$ cat src/rtl/muldiv_ctrl_pkg.sv
// Shared encodings and constants for the multiply/divide sequencer.
// Optional feature macro: MULDIV_FAST_MULT_EN (single-cycle multiplier).
package muldiv_ctrl_pkg;

  localparam int unsigned ITER_CNT   = 32;
  localparam int unsigned DATA_W_DEF = ITER_CNT;
  localparam int unsigned CNT_W_DEF  = 6;

  // Quotient reported for a divide by zero.
  localparam logic [DATA_W_DEF-1:0] DIVZERO_QUOT = 32'hFFFF_FFFF;

  typedef enum logic [1:0] {
    ST_IDLE    = 2'd0,
    ST_DIVZERO = 2'd1,
    ST_RUN     = 2'd2,
    ST_DONE    = 2'd3
  } state_e;

  // {op_div, op_signed}
  typedef enum logic [1:0] {
    OP_MULTU = 2'b00,
    OP_MULT  = 2'b01,
    OP_DIVU  = 2'b10,
    OP_DIV   = 2'b11
  } op_e;

  function automatic logic op_is_div(input op_e op);
    return op[1];
  endfunction

  function automatic logic op_is_signed(input op_e op);
    return op[0];
  endfunction

endpackage

$ cat src/rtl/muldiv_ctrl_iter_core.sv
// Radix-2 iterative engine: 2*DATA_W shift register {hi,lo} plus one adder/subtractor.
// Multiply: lo holds the multiplier, m the multiplicand (shift-add, shift right).
// Divide:   lo holds the dividend, m the divisor (restoring, shift left).
module muldiv_ctrl_iter_core
  import muldiv_ctrl_pkg::*;
#(
  parameter int unsigned DATA_W = DATA_W_DEF
) (
  input  logic              clk,
  input  logic              rst,
  input  logic              load,
  input  logic              step,
  input  logic              mode_div,
  input  logic [DATA_W-1:0] load_a,
  input  logic [DATA_W-1:0] load_b,
  output logic [DATA_W-1:0] res_hi,
  output logic [DATA_W-1:0] res_lo
);

  localparam int unsigned AW = DATA_W + 1;

  logic [DATA_W-1:0] hi_q, hi_d, lo_q, lo_d, m_q, m_d;
  logic [AW-1:0]     base_c, addend_c, sum_c;

  // Shared adder: partial-product add for multiply, trial subtract for divide.
  always_comb begin
    base_c   = mode_div ? {hi_q, lo_q[DATA_W-1]} : {1'b0, hi_q};
    addend_c = '0;
    if (mode_div) begin
      addend_c = ~{1'b0, m_q};
    end else if (lo_q[0]) begin
      addend_c = {1'b0, m_q};
    end
    sum_c = base_c + addend_c + AW'(mode_div);
  end

  // Next value of the shift register and operand latch.
  always_comb begin
    hi_d = hi_q;
    lo_d = lo_q;
    m_d  = m_q;
    if (load) begin
      hi_d = '0;
      lo_d = load_a;
      m_d  = load_b;
    end else if (step) begin
      if (mode_div) begin
        // sum_c[DATA_W] set means the trial subtract borrowed: keep the shifted value.
        hi_d = sum_c[DATA_W] ? base_c[DATA_W-1:0] : sum_c[DATA_W-1:0];
        lo_d = {lo_q[DATA_W-2:0], ~sum_c[DATA_W]};
      end else begin
        hi_d = sum_c[DATA_W:1];
        lo_d = {sum_c[0], lo_q[DATA_W-1:1]};
      end
    end
  end

  // Engine registers.
  always_ff @(posedge clk) begin
    if (rst) begin
      hi_q <= '0;
      lo_q <= '0;
      m_q  <= '0;
    end else begin
      hi_q <= hi_d;
      lo_q <= lo_d;
      m_q  <= m_d;
    end
  end

  assign res_hi = hi_q;
  assign res_lo = lo_q;

endmodule

$ cat src/rtl/muldiv_ctrl.sv
// Multiply/divide sequencer beside EX: owns HI/LO, stalls EX while the iterative engine runs.
// Optional feature macro: MULDIV_FAST_MULT_EN (mult/multu complete in IDLE, no stall).
module muldiv_ctrl
  import muldiv_ctrl_pkg::*;
#(
  parameter int unsigned DATA_W = DATA_W_DEF,
  parameter int unsigned CNT_W  = CNT_W_DEF
) (
  input  logic              clk,
  input  logic              rst,
  input  logic              op_valid,
  input  logic              op_div,
  input  logic              op_signed,
  input  logic [DATA_W-1:0] src1,
  input  logic [DATA_W-1:0] src2,
  input  logic              annul,
  input  logic              mthi_we,
  input  logic              mtlo_we,
  input  logic [DATA_W-1:0] mt_wdata,
  output logic              stallreq_for_ex,
  output logic              busy,
  output logic [DATA_W-1:0] hi_o,
  output logic [DATA_W-1:0] lo_o
);

  localparam int unsigned PW = 2 * DATA_W;

  state_e            state_q, state_d;
  logic [CNT_W-1:0]  cnt_q, cnt_d;
  op_e               op_q, op_d;
  logic              dz_q, dz_d;
  logic              s2_sign_q, s2_sign_d;
  logic [DATA_W-1:0] dividend_q, dividend_d;
  logic [DATA_W-1:0] hi_q, hi_d, lo_q, lo_d;

  logic              s1_neg_c, s2_neg_c, accept_c;
  logic [DATA_W-1:0] src1_mag_c, src2_mag_c;
  logic              core_load_c, core_step_c;
  logic [DATA_W-1:0] core_a_c, core_b_c, core_hi, core_lo;
  logic              neg_lo_c, neg_hi_c;
  logic [PW-1:0]     prod_c;
  logic [DATA_W-1:0] quot_c, rem_c, res_hi_c, res_lo_c;

  // Operand magnitudes for the unsigned engine.
  always_comb begin
    s1_neg_c   = op_signed & src1[DATA_W-1];
    s2_neg_c   = op_signed & src2[DATA_W-1];
    src1_mag_c = s1_neg_c ? (~src1 + DATA_W'(1)) : src1;
    src2_mag_c = s2_neg_c ? (~src2 + DATA_W'(1)) : src2;
  end

`ifdef MULDIV_FAST_MULT_EN
  logic [PW-1:0] fast_mag_c, fast_res_c;

  // Single-cycle multiplier; sign fixup as for the iterative path.
  always_comb begin
    fast_mag_c = PW'(src1_mag_c) * PW'(src2_mag_c);
    fast_res_c = (s1_neg_c ^ s2_neg_c) ? (~fast_mag_c + PW'(1)) : fast_mag_c;
  end

  assign accept_c = op_valid & ~annul & op_div;
`else
  assign accept_c = op_valid & ~annul;
`endif

  // Multiply loads the multiplier into the shift register; divide loads the dividend.
  assign core_a_c = op_div ? src1_mag_c : src2_mag_c;
  assign core_b_c = op_div ? src2_mag_c : src1_mag_c;

  muldiv_ctrl_iter_core #(
    .DATA_W (DATA_W)
  ) u_iter_core (
    .clk      (clk),
    .rst      (rst),
    .load     (core_load_c),
    .step     (core_step_c),
    .mode_div (op_is_div(op_q)),
    .load_a   (core_a_c),
    .load_b   (core_b_c),
    .res_hi   (core_hi),
    .res_lo   (core_lo)
  );

  // Sign fixup of the raw magnitude result; divide-by-zero overrides it.
  always_comb begin
    neg_lo_c = op_is_signed(op_q) & (dividend_q[DATA_W-1] ^ s2_sign_q);
    neg_hi_c = op_is_signed(op_q) & dividend_q[DATA_W-1];
    prod_c   = {core_hi, core_lo};
    if (neg_lo_c) begin
      prod_c = ~prod_c + PW'(1);
    end
    quot_c = neg_lo_c ? (~core_lo + DATA_W'(1)) : core_lo;
    rem_c  = neg_hi_c ? (~core_hi + DATA_W'(1)) : core_hi;
    if (dz_q) begin
      res_hi_c = dividend_q;
      res_lo_c = DATA_W'(DIVZERO_QUOT);
    end else if (op_is_div(op_q)) begin
      res_hi_c = rem_c;
      res_lo_c = quot_c;
    end else begin
      res_hi_c = prod_c[PW-1:DATA_W];
      res_lo_c = prod_c[DATA_W-1:0];
    end
  end

  // Next state, stall request and HI/LO update; a completing operation beats mthi/mtlo.
  always_comb begin
    state_d         = state_q;
    cnt_d           = cnt_q;
    op_d            = op_q;
    dz_d            = dz_q;
    s2_sign_d       = s2_sign_q;
    dividend_d      = dividend_q;
    hi_d            = hi_q;
    lo_d            = lo_q;
    stallreq_for_ex = 1'b0;
    core_load_c     = 1'b0;
    core_step_c     = 1'b0;

    if (mthi_we) hi_d = mt_wdata;
    if (mtlo_we) lo_d = mt_wdata;

    unique case (state_q)
      ST_IDLE: begin
        if (accept_c) begin
          stallreq_for_ex = 1'b1;
          core_load_c     = 1'b1;
          op_d            = op_e'({op_div, op_signed});
          s2_sign_d       = src2[DATA_W-1];
          dividend_d      = src1;
          cnt_d           = '0;
          dz_d            = op_div & (src2 == '0);
          state_d         = (op_div && (src2 == '0)) ? ST_DIVZERO : ST_RUN;
        end
`ifdef MULDIV_FAST_MULT_EN
        if (op_valid && !annul && !op_div) begin
          hi_d = fast_res_c[PW-1:DATA_W];
          lo_d = fast_res_c[DATA_W-1:0];
        end
`endif
      end
      ST_DIVZERO: begin
        if (annul) begin
          state_d = ST_IDLE;
        end else begin
          stallreq_for_ex = 1'b1;
          state_d         = ST_DONE;
        end
      end
      ST_RUN: begin
        if (annul) begin
          state_d = ST_IDLE;
        end else begin
          stallreq_for_ex = 1'b1;
          core_step_c     = 1'b1;
          cnt_d           = cnt_q + CNT_W'(1);
          if (cnt_q == CNT_W'(DATA_W - 1)) begin
            state_d = ST_DONE;
          end
        end
      end
      ST_DONE: begin
        state_d = ST_IDLE;
        if (!annul) begin
          hi_d = res_hi_c;
          lo_d = res_lo_c;
        end
      end
      default: state_d = ST_IDLE;
    endcase
  end

  // Controller registers.
  always_ff @(posedge clk) begin
    if (rst) begin
      state_q    <= ST_IDLE;
      cnt_q      <= '0;
      op_q       <= OP_MULTU;
      dz_q       <= 1'b0;
      s2_sign_q  <= 1'b0;
      dividend_q <= '0;
      hi_q       <= '0;
      lo_q       <= '0;
    end else begin
      state_q    <= state_d;
      cnt_q      <= cnt_d;
      op_q       <= op_d;
      dz_q       <= dz_d;
      s2_sign_q  <= s2_sign_d;
      dividend_q <= dividend_d;
      hi_q       <= hi_d;
      lo_q       <= lo_d;
    end
  end

  assign busy = (state_q != ST_IDLE);
  assign hi_o = hi_q;
  assign lo_o = lo_q;

endmodule

$ cat config.mk
export PLATFORM = sky130hd
export DESIGN_NAME = muldiv_ctrl
export DESIGN_NICKNAME = d
export VERILOG_FILES = /design/src/rtl/muldiv_ctrl_pkg.sv /design/src/rtl/muldiv_ctrl_iter_core.sv /design/src/rtl/muldiv_ctrl.sv
export SDC_FILE = /design/constraint.sdc
export NUM_CORES = 1
export LEC_CHECK = 0
export ABC_CLOCK_PERIOD_IN_PS = 12780
export BUFFER_PORTS_ARGS = -buffer_cell sky130_fd_sc_hd__buf_2
export CAP_MARGIN = 20
export CORE_ASPECT_RATIO = 0.5
export CORE_MARGIN = 2
export CORE_UTILIZATION = 44
export DETAILED_ROUTE_END_ITERATION = 8
export GPL_ROUTABILITY_DRIVEN = 0
export SLEW_MARGIN = 20
export SYNTH_ARGS = -nofsm -noshare
export SYNTH_HDL_FRONTEND = slang
export SYNTH_SLANG_ARGS = --single-unit
$ cat constraint.sdc
create_clock -name clk -period 12.78 [get_ports clk]
set_clock_uncertainty 0.1 [all_clocks]
set_input_delay 1.917 -clock clk [delete_from_list [all_inputs] [get_ports clk]]
set_output_delay 1.917 -clock clk [all_outputs]
set_load 0.05 [all_outputs]
==> flow_metrics.tcl <==
set metrics [dict create \
    ff_latch_area_mm2 0.00409 \
    cts_buffers 22 \
    grt_pass1_wl_um 84800 \
    r2r-start "op_q[1]" \
    layout_commonest_cell "nand2_1" \
    ys_warn_count 0 \
    report.final.slew_viol_count 0 \
    final_cell_mix "280 x nand2_1, 206 x a21oi_1, 203 x dfxtp_1, 168 x buf_2, 152 x o21ai_0" \
    final_cell_area_mm2 0.0168 \
    vias_per_cell 6.11 \
    cts_tree "done" \
    post-route-period-util_pct 43.7 \
    ctsRootBufferMaster "clkbuf_16" \
    wl_um 57300 \
    gr-usage-all-layers_pct 31.1 \
    yosysSeqAreaShare_pct 27.1 \
    num_vias 15200 \
    die_area_mm2 0.0358 \
    min-delay-start "dividend_q[28]" \
    antenna_left 0 \
    fin_crit_ns 5.59 \
    total_power_uw 2440 \
    htree_levels 1 \
    peakVddDrop_mv 0.142 \
    drt-initial-drc-count 1757 \
    start_util_pct 45.1 \
    antenna_found_initial 2 \
    grt-ovfl-total 0 \
    insertion_delay_ns 0.54 \
    die_y_um 135 \
    syn_to_final_growth_pct 11.6 \
    syn-cell-area_mm2 0.0151 \
    syn_inst 1982 \
    finalSetupViolCount 0 \
    cts-resized-gates 0 \
    clkTransAtPathRegs_ns 0.07 \
    status "completed" \
    cts_hold_buf 0 \
    reg2reg_to "u_iter_core.res_hi[21]" \
    r2r_cells 17 \
    layout-drive-gt1-share_pct 14.7 \
    cp_max_fo 88 \
    cp-end-kind "flop" \
    portBuffers 169 \
    worstSetupStartpointType "flop" \
    diodes 0 \
    leakagePower_uw 0.00668 \
    ys_types 70 \
    avgRoutedWirePerCell_um 23.0 \
    fin_nets 2182 \
    worstPathRequired_ns 13.07 \
    drc 0 \
    regToRegSetupSlack_ns 7.19 \
    fmax_ghz 0.179 \
    tns_ns 0 \
    core-area_mm2 0.0334 \
    whs_endpoint "dividend_q[28]" \
    cts_sinks 204 \
    maxSlewHeadroom_pct 26.5 \
    worstMarginPinSlew_ns 1.10 \
    crit_start "op_q[1]" \
    hp-class "flop to flop" \
    holdWs_ns 0.360 \
    grt_max_degree 89 \
    die_x_um 266 \
    arrival_ns 5.88 \
    rows 47 \
    p_per_area_mw_per_mm2 145 \
    clockBufferDepth 3 \
    drtPass1Iterations 5 \
    whs_path_depth 2 \
    synth_edf_count 0 \
    dp_hpwl_um 44200 \
    syn_avg_cell_area_um2 7.61 \
    first_global_vias 13500 \
    hold_viol 0 \
    io_pins 170 \
    ys_ff_latch 204 \
    multiInputGateArea_mm2 0.0103 \
    place_area_mm2 0.0161 \
    rsz0062_at_grt "no" \
    cts_setup_buffers 0 \
    critical_path_class "flop to flop" \
    cap_violations 0 \
    synth_ff_type "dfxtp_1" \
    nFillCells 3389 \
    async_reset_ff_share_pct 0 \
    synth_nets 2129 \
]
-- synthesized netlist by cell type (all sizes together), types with 18 or more instances --
library cell	count	area, um2
o211ai	51	383
a221oi	34	298
nor4	19	125
o21ai	156	781
a21oi	206	1030
xor2	74	648
o31ai	18	135
ha	41	513
a211oi	29	218
dfxtp	204	4080
nor2	131	492
nand2	280	1050
o221ai	22	193
inv	36	135
mux2	32	360
clkbuf	141	531
mux2i	133	1330
nand2b	19	119
nor3	31	165
xnor2	82	718
-- critical path, stage by stage (launching register included) --
cell	delay, ns
dfxtp_4	0.34
buf_4	0.56
buf_4	0.82
nand2_1	0.09
o21ai_0	0.12
fa_1	0.27
inv_1	0.07
fa_1	0.39
nand2b_1	0.18
a21oi_1	0.26
o21ai_0	0.28
o21ba_2	0.31
o21ai_1	0.29
xnor2_2	0.15
buf_4	0.45
mux2_2	0.39
mux2i_1	0.13
a21oi_1	0.09
-- routing by layer --
layer  global-route usage, %  share of wire, %
met1                    46.1                47
met2                    44.5                41
met3                    9.57                11
met4                    4.65               1.6
met5                       0             0.047
-- layout make-up --
cell class	instances	share of cell area (%)
Inverter	37	0.825
Sequential cell	204	24.3
Multi-Input combinational cell	1583	61.2
Tap cell	441	3.28
Clock buffer	28	3.58
Timing Repair Buffer	187	5.85
Clock inverter	12	0.997
-- per-stage QoR --
stage | std cells | setup slack [ns] | utilization (%)
floorplan | 1982 | 7.14 | -
global placement | 2452 | 7.40 | 48.1
detailed placement | 2452 | 7.35 | 48.1
CTS | 2492 | 7.31 | 50.4
global route | 2492 | 6.81 | 50.4
finish | 2492 | 7.19 | 50.4
-- state kept, by name, summed over array words and instances (netlist names) --
register            count
dividend_q             32
hi_o                   32
lo_o                   32
u_iter_core.m_q        32
u_iter_core.res_hi     32
u_iter_core.res_lo     32
cnt_q                   6
op_q                    2
state_q                 2
dz_q                    1
s2_sign_q               1
-- report_power, final --
group	internal, uW	switching (uW)
clock	400	301
sequential	713	112
combinational	296	617
total	1410	1030
-- logic make-up (layout without fill, tap and decap cells) --
| group | count (synthesis) | count (layout) | synth area share (%) |
|---|---|---|---|
| AOI/OAI and AO/OA | 628 | 628 | 26.2 |
| and+or+nand+nor | 591 | 591 | 17.8 |
| muxes | 165 | 165 | 11.2 |
| buffers and inverters | 195 | 264 | 4.93 |
| DFF | 204 | 204 | 27.1 |
| adders and majority gates | 43 | 43 | 3.67 |
| xor gates and xnor gates | 156 | 156 | 9.06 |
-- how the worst max path moves through the flow --
stage | cells past startpoint | endpoint | slack, ns
after floorplan | 5 | stallreq_for_ex | 7.14
after global placement | 17 | u_iter_core.res_hi[21] | 7.40
after detailed placement | 17 | u_iter_core.res_hi[21] | 7.35
after CTS | 17 | u_iter_core.res_hi[21] | 7.31
after global routing | 17 | u_iter_core.res_hi[21] | 6.81
final | 17 | u_iter_core.res_hi[21] | 7.19
(Power assumes the default switching activity.)
